### src/rtl/seq_mult_pkg.sv
// Shared types and sizing helpers for the sequential shift-and-add multiplier.
package seq_mult_pkg;

  typedef enum logic [1:0] {
    IDLE = 2'd0,
    RUN  = 2'd1,
    DONE = 2'd2
  } state_e;

  // Step counter runs 0..width-1, so $clog2(width) bits suffice for width >= 2.
  function automatic int cnt_w(input int width);
    return (width < 2) ? 1 : $clog2(width);
  endfunction

endpackage

### src/rtl/seq_mult_datapath.sv
// Operand register, (2*WIDTH+1)-bit accumulator/shift register and held product register.
module seq_mult_datapath
  import seq_mult_pkg::*;
#(
  parameter int WIDTH = 4
) (
  input  logic                 clk,
  input  logic                 reset,
  input  logic                 load,
  input  logic                 step,
  input  logic                 capture,
  input  logic [WIDTH-1:0]     multiplicand,
  input  logic [WIDTH-1:0]     multiplier,
  output logic [2*WIDTH-1:0]   product
);

  logic [WIDTH-1:0]   a_q, a_d;
  logic [2*WIDTH:0]   acc_q, acc_d;
  logic [2*WIDTH-1:0] product_q, product_d;
  logic [WIDTH:0]     sum;

  always_comb begin
    // NOTE: every variable gets a default first so no path leaves it unassigned and infers a latch.
    a_d       = a_q;
    acc_d     = acc_q;
    product_d = product_q;
    // acc_hi is W+1 bits wide so the carry out of the add survives the shift.
    sum       = acc_q[2*WIDTH:WIDTH] + (acc_q[0] ? {1'b0, a_q} : {(WIDTH+1){1'b0}});

    if (load) begin
      a_d   = multiplicand;
      acc_d = {{(WIDTH+1){1'b0}}, multiplier};
    end else if (step) begin
      acc_d = {1'b0, sum, acc_q[WIDTH-1:1]};
    end

    // Capture the post-step value so the product lands on the same edge as the last step.
    if (capture) begin
      product_d = acc_d[2*WIDTH-1:0];
    end
  end

  always_ff @(posedge clk) begin
    if (reset) begin
      // NOTE: non-blocking assignments for all state so every flop samples pre-edge values.
      a_q       <= '0;
      acc_q     <= '0;
      product_q <= '0;
    end else begin
      a_q       <= a_d;
      acc_q     <= acc_d;
      product_q <= product_d;
    end
  end

  assign product = product_q;

endmodule

### src/rtl/seq_mult_ctrl.sv
// Sequencing FSM and step counter for the shift-and-add multiplier; drives busy/done.
module seq_mult_ctrl
  import seq_mult_pkg::*;
#(
  parameter int WIDTH = 4
) (
  input  logic                 clk,
  input  logic                 reset,
  input  logic                 start,
  input  logic [WIDTH-1:0]     multiplicand,
  input  logic [WIDTH-1:0]     multiplier,
  output logic                 busy,
  output logic                 done,
  output logic [2*WIDTH-1:0]   product
);

  localparam int CW = cnt_w(WIDTH);
  localparam logic [CW-1:0] LAST = CW'(WIDTH - 1);

  state_e        state_q, state_d;
  logic [CW-1:0] count_q, count_d;
  logic          busy_q, busy_d;
  logic          done_q, done_d;
  logic          load, step, capture;

  always_comb begin
    state_d = state_q;
    count_d = count_q;
    busy_d  = busy_q;
    done_d  = 1'b0;
    load    = 1'b0;
    step    = 1'b0;
    capture = 1'b0;

    unique case (state_q)
      IDLE: begin
        if (start) begin
          state_d = RUN;
          count_d = '0;
          busy_d  = 1'b1;
          load    = 1'b1;
        end
      end
      RUN: begin
        step = 1'b1;
        if (count_q == LAST) begin
          state_d = DONE;
          count_d = '0;
          done_d  = 1'b1;
          capture = 1'b1;
        end else begin
          count_d = count_q + CW'(1);
        end
      end
      DONE: begin
        state_d = IDLE;
        busy_d  = 1'b0;
      end
      default: begin
        state_d = IDLE;
        busy_d  = 1'b0;
      end
    endcase
  end

  always_ff @(posedge clk) begin
    if (reset) begin
      state_q <= IDLE;
      count_q <= '0;
      busy_q  <= 1'b0;
      done_q  <= 1'b0;
    end else begin
      state_q <= state_d;
      count_q <= count_d;
      busy_q  <= busy_d;
      done_q  <= done_d;
    end
  end

  assign busy = busy_q;
  assign done = done_q;

  seq_mult_datapath #(.WIDTH(WIDTH)) u_datapath (
    .clk          (clk),
    .reset        (reset),
    .load         (load),
    .step         (step),
    .capture      (capture),
    .multiplicand (multiplicand),
    .multiplier   (multiplier),
    .product      (product)
  );

endmodule

### config.mk
export PLATFORM = sky130hd
export DESIGN_NAME = seq_mult_ctrl
export DESIGN_NICKNAME = d
export VERILOG_FILES = /design/src/rtl/seq_mult_pkg.sv /design/src/rtl/seq_mult_datapath.sv /design/src/rtl/seq_mult_ctrl.sv
export SDC_FILE = /design/constraint.sdc
export NUM_CORES = 1
export LEC_CHECK = 0
export BUFFER_PORTS_ARGS = -buffer_cell sky130_fd_sc_hd__buf_2
export CAP_MARGIN = 10
export CORE_MARGIN = 2
export CORE_UTILIZATION = 46
export DETAILED_ROUTE_END_ITERATION = 8
export HOLD_SLACK_MARGIN = 0.1
export PLACE_DENSITY = 0.75
export SYNTH_ARGS = -nofsm -noshare
export SYNTH_HDL_FRONTEND = slang
export SYNTH_SLANG_ARGS = --single-unit
### constraint.sdc
create_clock -name clk -period 1.8 [get_ports clk]
set_clock_uncertainty 0.2 [all_clocks]
set_input_delay 0.09 -clock clk [delete_from_list [all_inputs] [get_ports clk]]
set_output_delay 0.09 -clock clk [all_outputs]
set_load 0.05 [all_outputs]
==> results.md <==
* Critical Path RT at roughly 1.8 ns
* Period utilization at 101.5%
* Post-Synthesis Cells at around 140
* Via-to-Cell Ratio at 5.221
* Overall power at about 1.2 mW
* CP Max Fanout at 5
* Max incr delay on CP at about 0.40 ns
* Adder-cell share of the synthesized area at under 10%
* Total track usage at between 20% and 30%
* Post-synthesis simple-gate area fraction at between 20% and 30%
* Pin slew with the least headroom to its limit at between 0.5 and 0.6 ns
* M1 GR Usage at between 20% and 30%
* Min Tclk post-route at 1.827 ns
* Top_reg_cell synth: dfxtp_1
* # rows at 18
* XOR/XNOR share of the synthesized area at less than 1%
* Leak at approximately 0.66 nW
* Multi-input gate area at ~660 um2
* Synth top area share at ~45%
* Achievable Freq at 547.4 MHz
* Post-Syn Area at roughly 0.0012 mm2
* Overflow after GRT at 0
* Setup-failing EPs final at 5
* Die H at around 54 um
* Gr busiest metal: met2
* Initial antenna violation count at 0
* Hpwl dp at 1813 um
* CP bufs+invs at 1
* Syn avg cell area at roughly 8.2 um2
* Run status: complete, but fails checks
* M3 GR Usage at around 3.3%
* Dpl cell area at around 0.0013 mm2
* Final Util at a little under two thirds
* WS Path Type: reg -> reg
* Startpoint types: flop
* Share of the yosys chip area belonging to registers at 44.78%
* Starting Density at between 40% and 50%
* CP delay by family, top: adder cells
* CTS Root Cell: clkbuf_4
* Synth top cells by count: 26 x dfxtp_1, 24 x nor2_1, 17 x a21oi_1
* CTS H-tree depth at 1
* Core area at between 0.002 and 0.0025 mm2
* Flop and latch count out of synthesis at 26
* Vias in the first global route at slightly above 1k
* FILL cells at approximately 210
* Post-route DRC at 0
* Fin nets at approximately 190
* Largest net degree at the start of global routing at 28
* Clock transition at path regs at roughly 0.14 ns
* Yosys cell types at 33
* Cts bufs inserted at 3
* Post-synthesis compound-gate area fraction at between 10% and 20%
* Num ports at 21
* Sw Ratio at roughly a quarter
* Antenna-violating nets left at 0
* Mux share of post-synthesis cell area at 0%
* CP cell instances: and2_4 -> ha_4 -> inv_2 -> fa_2 -> xor2_2 -> nor2_1 -> a21oi_1 -> nor3_2
* Sequential share of power at a little over half
* Skew-Pair Late Insertion Delay at around 0.32 ns
* Leading area contributor after synthesis: dfxtp_1
* Register area at 524.3 um2
* Cell Count Post-Placement at around 190
* Die span in x at roughly 54 um
* Area Growth Syn to Fin at 32.62%
* Worst Setup End Kind: flop
* Internal power at approximately 0.9 mW
* Ant. Diodes at 0
* Slowest-stage cell, CP: dfxtp_4
* Drt pass-1 iters at 4
* Largest family of logic cells by synthesized area: simple AND/OR/NAND/NOR gates
* DR WL/cell at approximately 13 um
* Setup Total Neg Slack at -0.06569 ns
* Routability cong. at around 0.9
* Synth async-reset ratio at 0%
* Switching Power at roughly 0.27 mW
* PD cells at 760.8 mW/mm2
* Synth Net Count at around 160
* WP data arrival at about 1.8 ns
* Final std cells w/o fill at 204
* Ratio of cells with drive above 1 in the final layout at 27.01%
* Gate power share at about 14%
* Die ar. at 0.002945 mm2
* Slew headroom at 64.41%
* Final instance area at roughly 0.0015 mm2
* RSZ-0062 raised after global routing: yes
* Maximum vdd ir drop at just over 500 uV
* Worst-case clock buffer depth at 2
* Initial drt markers at 19
* Clk sinks at 26
* Failing checks: negative setup slack
* Clock power frac at ~34%
* Cells taking the most area after synthesis: dfxtp_1 45%, nor2_1 7.8%, a21oi_1 7.3%
* Synth Warn # at 0
* Met2 usage at 39.56%
* First-pass GRT wire length at between 4000 and 5000 um
* Max-slew violation count at 0
* Min-Delay Path Class: reg -> reg
* Fin. Hold Viols at 0
* Count leader, synth: dfxtp_1
* EDFF count, synth at 0
* PortBufs at 20
* Final worst-path setup slack at -0.02688 ns
* Drt total wl at ~2700 um
* Vias at ~1.1k
* CTS tree: yes
* Max_cap viols at 0
-- power groups by stage --
stage | clock [mW] | sequential, mW | combinational, mW
final | 0.395 | 0.617 | 0.161
after global routing | 0.435 | 0.620 | 0.176
after CTS | 0.403 | 0.615 | 0.148
after detailed placement | 0 | 0.626 | 0.126
after global placement | 0 | 0.625 | 0.122
after floorplan | 0 | 0.630 | 0.0818
-- tightest hold or removal path: cells and delay by family, from the launching register on --
kind / cells / cell delay [ns]
DFF: 1 / 0.34
and+or+nand+nor: 1 / 0.05
AOI/OAI and AO/OA: 1 / 0.05
-- stage by stage --
| stage | hold slack, ns | worst slack, ns |
|---|---|---|
| after floorplan | 0.02605 | 0.05293 |
| after global placement | 0.1329 | -0.04685 |
| after detailed placement | 0.1404 | -0.1301 |
| after CTS | 0.2722 | -0.05807 |
| after global routing | 0.3023 | -0.09289 |
| final | 0.2691 | -0.02688 |
-- registers in the layout, summed over array words and instances (netlist names) --
register / count
u_datapath.acc_q: 8
u_datapath.product: 8
u_datapath.a_q: 4
count_q: 2
state_q: 2
busy: 1
done: 1
-- repair_timing --
item / CTS / global route
endpoints found under the hold margin: 26 / 0
setup endpoints to repair: 8 / 8
setup buffers: 1 / 0
hold buffers: 11 / 0
gates resized for setup: 7 / 10
pin swaps: 6 / 7
-- cells by family (layout without fill, tap and decap cells) --
| family | after synthesis | count (layout) |
|---|---|---|
| buffers and inverters | 13 | 45 |
| XOR/XNOR | 1 | 1 |
| flip-flops | 26 | 26 |
| adder cells (fa/ha/maj) | 6 | 6 |
| AO/OA/AOI/OAI | 33 | 33 |
| AND/OR/NAND/NOR | 63 | 63 |
-- per-layer routing --
layer | share of wire [%] | up-vias
met5 | 0 | -
met4 | 0.48 | 0
met3 | 3.5 | 2
met2 | 56 | 28
met1 | 40 | 491
li1 | - | 544
-- cell type report --
| type | count | area share, % |
|---|---|---|
| clock inverters | 1 | 1.948 |
| inverters | 5 | 1.218 |
| well taps | 30 | 2.435 |
| multi-input cells | 103 | 42.61 |
| clock buffers | 3 | 1.461 |
| flip-flops and latches | 26 | 34.01 |
| repair buffers | 36 | 16.31 |
-- path summary, 6_finish.rpt --
check	startpoint	endpoint	slack, ns	cells past startpoint
hold / removal	u_datapath.product[6]	u_datapath.product[6]	0.27	2
hold reg to reg	u_datapath.product[6]	u_datapath.product[6]	0.27	2
setup reg to reg	u_datapath.acc_q[0]	u_datapath.acc_q[5]	-0.03	8
setup / recovery	u_datapath.acc_q[0]	u_datapath.acc_q[5]	-0.03	8
-- layout by cell type (no fill, tap or decap), types with 2 or more instances in the layout --
cell	n
or3_1	2
buf_4	4
inv_2	3
ha_4	2
nand3_1	3
nand2_1	15
nor2_1	24
and2_1	3
dlygate4sd3_1	11
inv_1	2
dfxtp_1	25
ha_1	3
o21ai_1	5
buf_2	20
a21o_1	2
nor3_1	5
clkbuf_4	3
a2bb2oi_1	4
a21oi_1	16
No activity file was read; power rests on OpenSTA's default activity.
